<file path="src/rtl/clk_reset_seq.sv">
// clk_reset_seq
//   Releases a vector of per-block active-low resets in a fixed order with a
//   programmable gap. It then runs a divided clock-enable strobe until a soft
//   reset request re-runs the sequence.
//   Optional feature macro: RSTSEQ_WDOG_EN adds a heartbeat watchdog whose
//   expiry triggers the same soft-reset path. Without it, heartbeat is ignored
//   and wdog_trip is tied low.
module clk_reset_seq #(
  parameter int STAGES     = 4,
  parameter int GAP        = 8,
  parameter int DIV        = 2,
  parameter int SOFT_HOLD  = 4,
  parameter int WDOG_LIMIT = 16
) (
  input  logic              clk,
  input  logic              reset_l,
  input  logic              soft_req,
  input  logic              heartbeat,
  output logic [STAGES-1:0] rst_stage_l,
  output logic              running,
  output logic              clk_en,
  output logic              soft_ack,
  output logic              wdog_trip
);

  // SOFT counts its entry cycle plus SOFT_HOLD full hold cycles, so its limit
  // is SOFT_HOLD rather than SOFT_HOLD-1.
  localparam int GAP_W  = (GAP > 1) ? $clog2(GAP) : 1;
  localparam int DIV_W  = (DIV > 1) ? $clog2(DIV) : 1;
  localparam int HOLD_W = $clog2(SOFT_HOLD + 1);

  localparam logic [GAP_W-1:0]  GAP_LAST  = GAP_W'(GAP - 1);
  localparam logic [DIV_W-1:0]  DIV_LAST  = DIV_W'(DIV - 1);
  localparam logic [HOLD_W-1:0] HOLD_LAST = HOLD_W'(SOFT_HOLD);
  localparam logic [STAGES-1:0] STAGE_LSB = STAGES'(1);

  typedef enum logic [1:0] {
    ST_RESET   = 2'd0,
    ST_RELEASE = 2'd1,
    ST_RUN     = 2'd2,
    ST_SOFT    = 2'd3
  } state_t;

  state_t              state_q, state_d;
  logic                rst_meta;
  logic [GAP_W-1:0]    gap_q, gap_d;
  logic [DIV_W-1:0]    div_q, div_d;
  logic [HOLD_W-1:0]   hold_q, hold_d;
  logic [STAGES-1:0]   stage_d;
  logic                clk_en_d;
  logic                soft_ack_d;
  logic                wdog_expire;

  // Registered state, counters and outputs. The reset synchronizer's first
  // flop is rst_meta. The state register is its second stage: it leaves
  // RESET on the edge after rst_meta has captured the released reset.
  // NOTE: sequential state uses non-blocking assignments only, so every flop
  // samples pre-edge values no matter how the statements are ordered.
  always_ff @(posedge clk or negedge reset_l) begin
    if (!reset_l) begin
      rst_meta    <= 1'b0;
      state_q     <= ST_RESET;
      gap_q       <= '0;
      div_q       <= '0;
      hold_q      <= '0;
      rst_stage_l <= '0;
      running     <= 1'b0;
      clk_en      <= 1'b0;
      soft_ack    <= 1'b0;
    end else begin
      rst_meta    <= 1'b1;
      state_q     <= state_d;
      gap_q       <= gap_d;
      div_q       <= div_d;
      hold_q      <= hold_d;
      rst_stage_l <= stage_d;
      running     <= (state_d == ST_RUN);
      clk_en      <= clk_en_d;
      soft_ack    <= soft_ack_d;
    end
  end

  // Next-state, counter and output-next logic for the sequencer.
  // NOTE: every signal gets a default before the case, so no path leaves one
  // unassigned and no latch is inferred.
  always_comb begin
    state_d    = state_q;
    gap_d      = '0;
    div_d      = '0;
    hold_d     = '0;
    stage_d    = '0;
    clk_en_d   = 1'b0;
    soft_ack_d = 1'b0;

    case (state_q)
      ST_RESET: begin
        if (rst_meta) state_d = ST_RELEASE;
      end

      ST_RELEASE: begin
        // Bits are only ever added here, lowest stage first.
        stage_d = rst_stage_l;
        if (gap_q == GAP_LAST) begin
          stage_d = (rst_stage_l << 1) | STAGE_LSB;
          if (&stage_d) state_d = ST_RUN;
        end else begin
          gap_d = gap_q + 1'b1;
        end
      end

      ST_RUN: begin
        if (soft_req || wdog_expire) begin
          state_d    = ST_SOFT;
          soft_ack_d = soft_req;
        end else begin
          stage_d = '1;
          if (div_q == DIV_LAST) clk_en_d = 1'b1;
          else                   div_d    = div_q + 1'b1;
        end
      end

      ST_SOFT: begin
        if (hold_q == HOLD_LAST) state_d = ST_RELEASE;
        else                     hold_d  = hold_q + 1'b1;
      end

      default: state_d = ST_RESET;
    endcase
  end

`ifdef RSTSEQ_WDOG_EN
  localparam int WDOG_W = $clog2(WDOG_LIMIT);
  localparam logic [WDOG_W-1:0] WDOG_LAST = WDOG_W'(WDOG_LIMIT - 1);

  logic [WDOG_W-1:0] wdog_q;

  assign wdog_expire = (state_q == ST_RUN) && !heartbeat && (wdog_q == WDOG_LAST);

  // Watchdog: counts quiet RUN cycles. It clears on heartbeat, on expiry and
  // whenever the FSM is outside RUN, so every RUN entry starts from zero.
  always_ff @(posedge clk or negedge reset_l) begin
    if (!reset_l) begin
      wdog_q    <= '0;
      wdog_trip <= 1'b0;
    end else begin
      wdog_trip <= wdog_expire;
      if ((state_q != ST_RUN) || heartbeat || wdog_expire) wdog_q <= '0;
      else                                                 wdog_q <= wdog_q + 1'b1;
    end
  end
`else
  // Watchdog absent: heartbeat and WDOG_LIMIT are deliberately unused.
  logic unused_wdog;
  assign unused_wdog = heartbeat | (WDOG_LIMIT < 2);
  assign wdog_expire = 1'b0;
  assign wdog_trip   = 1'b0;
`endif

endmodule

</file>
<file path="config.mk">
export PLATFORM = sky130hd
export DESIGN_NAME = clk_reset_seq
export DESIGN_NICKNAME = d
export VERILOG_FILES = /design/src/rtl/clk_reset_seq.sv
export SDC_FILE = /design/constraint.sdc
export NUM_CORES = 1
export LEC_CHECK = 0
export BUFFER_PORTS_ARGS = -buffer_cell sky130_fd_sc_hd__buf_2
export CORE_AREA = 3 3 51 53
export DETAILED_ROUTE_END_ITERATION = 16
export DIE_AREA = 0 0 54 56
export GPL_TIMING_DRIVEN = 0
export PLACE_DENSITY = 0.62
export SYNTH_ARGS = -nofsm -noshare
export SYNTH_HDL_FRONTEND = slang
export SYNTH_SLANG_ARGS = --single-unit
</file>
<file path="constraint.sdc">
create_clock -name clk -period 1.9 [get_ports clk]
set_input_delay 0.095 -clock clk [delete_from_list [all_inputs] [get_ports clk]]
set_output_delay 0.095 -clock clk [all_outputs]
set_load 0.02 [all_outputs]
</file>
[Word level (Yosys, flattened, before mapping)]
Index checks and enable logic that the tools add are counted.
Operators by class
  $add $sub $neg: 3
  equal/unequal tests: 7
  muxes and demuxes: 21
  reduce and logical (&&, ||, !) cells: 2
Operator list (number)
  $mux W3: 4
  $mux W2: 5
  $mux W1: 8
  $mux W4: 2
  $pmux W2 S4: 1
  $pmux W4 S2: 1
  $add A3 B1 Y3 const B: 2
  $eq A2 B2 Y1 const B: 3
  $eq A3 B3 Y1 const B: 2
  $reduce_and A3 Y1: 1
  $eq A2 B1 Y1 const B: 1
  $logic_not A2 Y1: 1
  $ne A2 B2 Y1 const B: 1
  $add A1 B1 Y1 const B: 1
Storage, ports and cells
  register bits after elaboration: 17
  logic and storage cells: 42

[Logic depth before layout (Yosys ltp)]
  depth after elaboration: 5
  mapped depth: 7
  mapped depth without buffers: 6

[Worst setup path before layout]
No wires, ideal clock.
  kind: register -> register
  from: register gap_q[0]
  to: register running
  library setup time: 0.067 ns
  arrival: 1.406 ns
  slack: 0.428 ns
  stages on the path, launching flop included: 7
  buffers on the path: 0
  period minus slack after synthesis: 1.472 ns
  path through: dfrtp_1 > ha_1 > ha_1 > nand4_2 > a2111oi_4 > a21oi_2 > and3b_1
Between the ends
  longest elaborated chain between the ends: 4
Ends and longest elaborated chain
  start, declared: line 46  | logic [GAP_W-1:0] gap_q, gap_d;
  start signal, assigned: line 73  | gap_q <= gap_d;
  $eq A3 B3 Y1: line 103  | if (gap_q == GAP_LAST) begin
  $mux W2: line 103
  $pmux W2 S4: line 95  | case (state_q)
  net state_d[0]: line 44  | state_t state_q, state_d;
  $eq A2 B2 Y1: line 77  | running <= (state_d == ST_RUN);
  end signal, assigned: line 77
  end, declared: line 20  | output logic running,
The timed path passes the listed nets, and every way through them passes these cells.
A chain may end at the register's enable or synchronous reset.

[Worst setup path in the final report]
Ends and elaborated chain as after synthesis.

==> impl_metrics.py <==
metrics = {
    "final_layout": {
        "final_area_um2": 963,
        "finish.utilization_pct": 44.0,
        "instances_no_fill": 120,
        "final_cell_mix": "dfrtp_1 (17), nand2_1 (10), buf_2 (10)",
        "diodes": 0,
        "final_common_cell": "dfrtp_1",
        "drive_gt1_share_pct": 21.7,
        "n_fill_cell": 214,
        "area_growth_pct": 13.7,
        "fin_nets": 105,
    },
    "place": {
        "place_area_um2": 927,
        "port_buffers": 9,
        "place_ws_ps": 281,
        "gp_congestion": 0.771,
        "dp_hpwl_mm": 1.01,
        "dp.cells": 115,
    },
    "clocking": {
        "ctsResizeCount": 0,
        "htree_levels": 1,
        "clkLatencyLatePin_ps": 290,
        "numCtsBuffers": 3,
        "cts_tree": "built",
        "cts_buffer_depth": 2,
        "cts_root_buf": "clkbuf_4",
        "cts_sinks": 17,
        "clk_pin_slew_ps": 90,
    },
    "yosys": {
        "synth_cell_types": 26,
        "synth_edf_count": 0,
        "synth_nets": 90,
        "ys_ff_latch": 17,
        "seq_area_frac_synth_pct": 50.2,
        "syn_inst": 78,
        "syn_area_um2": 847,
        "yosysWarnings": 0,
        "async_flop_share_pct": 100,
        "ys.flop_type": "dfrtp_1",
        "syn_area_per_cell_um2": 10.9,
    },
    "setup_path": {
        "start_kind": "flip-flop",
        "crit_path_end_kind": "flip-flop",
        "cpMaxStageDelayCell": "a2111oi_4",
        "crit_arrival_ps": 1860,
        "cp.required_ps": 2130,
        "cp_common_cell": "ha_1",
        "crit_type": "flip-flop to flip-flop",
        "path_max_fanout": 6,
        "cp_cell_sequence": "ha_1 -> ha_1 -> nand4_2 -> a2111oi_4 -> a21oi_2 -> and3b_1",
        "cp_slowest_stage_delay_ps": 380,
    },
    "global_routing": {
        "grt_pass1_vias": 506,
        "grt_usage_pct": 10.2,
        "grt-ovfl-total": 0,
        "antenna_found_initial": 0,
        "grt_pass1_wl_mm": 2.18,
        "grt_max_degree": 18,
    },
    "route": {
        "remaining_drc_errors": 0,
        "vias_per_cell": 4.53,
        "vias": 544,
        "routed_wl_mm": 1.32,
        "first_pass_iters": 4,
        "drt_iter0_drc": 3,
        "ant_nets": 0,
        "wl_per_cell_um": 11.0,
    },
    "die": {
        "coreArea_um2": 2190,
        "placementRows": 17,
        "die_h_um": 56,
        "pin_count": 12,
        "start_util_pct": 38.7,
        "dieWidth_um": 54,
        "die_area_um2": 3020,
    },
    "sta": {
        "setup_slack_ps": 278,
        "setup_viol": 0,
        "slew_viol_final": 0,
        "rsz0062_at_grt": "false",
        "final.period_utilization_pct": 85.3,
        "skew_ps": 0.911,
        "hold_violations": 0,
        "min_period_ps": 1620,
        "setup_tns_ps": 0,
        "holdWs_ps": 65.4,
        "max_freq_ghz": 0.617,
    },
    "worst_hold_path": {
        "min_path_type": "input port to flip-flop",
    },
    "run": {
        "maxCapViolCount": 0,
    },
    "pwr": {
        "p_leak_nw": 0.509,
        "ir_worst_vdd_v": 0.000568,
        "power.density_nw_per_um2": 1340,
        "totalPowerFinal_mw": 1.29,
    },
    "run_status": {
        "status": "finished clean",
    },
}
## final timing paths
check                         start              to  slack (ps)  cells after the start
max                        gap_q[0]         running         280                      6
min                        soft_req        soft_ack          70                      2
max reg2reg                gap_q[0]         running         280                      6
min reg2reg                   div_q           div_q         430                      1
max in group asynchronous   reset_l        gap_q[2]        1380                      2
min in group asynchronous   reset_l  rst_stage_l[3]         250                      2
## repair_timing
action,4_1_cts,5_1_grt
setup buffers,0,0
hold buffers,1,0
hold endpoints to repair,17,0
## cells in the mapped netlist, types with 2 or more instances
master	count	area, um^2
nand2b_1	2	12.5
a21boi_0	3	22.5
nor2_1	4	15.0
and3_1	2	12.5
and2_1	4	25.0
nor2b_1	2	12.5
o21ai_0	5	25.0
ha_1	8	100
inv_1	5	18.8
conb_1	2	7.51
nand2_1	10	37.5
dfrtp_1	17	425
## registers in the layout, indices dropped and copies added, names as in the netlist
name,cells
running,1
div_q,1
gap_q,3
rst_stage_l,4
clk_en,1
rst_meta,1
hold_q,3
state_q,2
soft_ack,1
## metal layers
metal	up-vias	global-route usage [%]	routed length, um
li1	283	-	-
met1	247	12.3	620
met2	9	15.2	628
met3	5	3.22	33
met4	0	6.41	33
met5	-	0	0
## layout make-up
type                       instances  area, um^2  area share (%)
buffer                             2        12.5            1.30
clock buffer                       4        26.3            2.73
inverter                           5        18.8            1.95
multi-input combinational         54         390            40.5
sequential                        17         425            44.2
tap                               28        35.0            3.64
timing repair buffer              10        55.1            5.71
## report_power, final
group          leakage [nW]  switching (mW)  internal [mW]
Combinational         0.267           0.332          0.243
Sequential            0.227          0.0641          0.461
Clock                0.0150           0.112         0.0817
Total                 0.509           0.507          0.785
## kinds of logic (layout without fill, tap and decap cells)
logic type | after synthesis | count (layout) | share of synthesized area, %
flip-flops | 17 | 17 | 50.2
AND/OR/NAND/NOR | 29 | 29 | 18.9
buffers and inverters | 7 | 21 | 3.69
AO/OA/AOI/OAI | 15 | 15 | 14.5
other | 2 | 2 | 0.887
adder cells (fa/ha/maj) | 8 | 8 | 11.8
## worst max-delay path: cells and delay by family (launching register included)
kind,cells,cell delay (ps)
DFF,1,370
AOI/OAI and AO/OA,2,450
adders and majority gates,2,400
and+or+nand+nor,2,360
No activity file was read; power rests on OpenSTA's default activity.
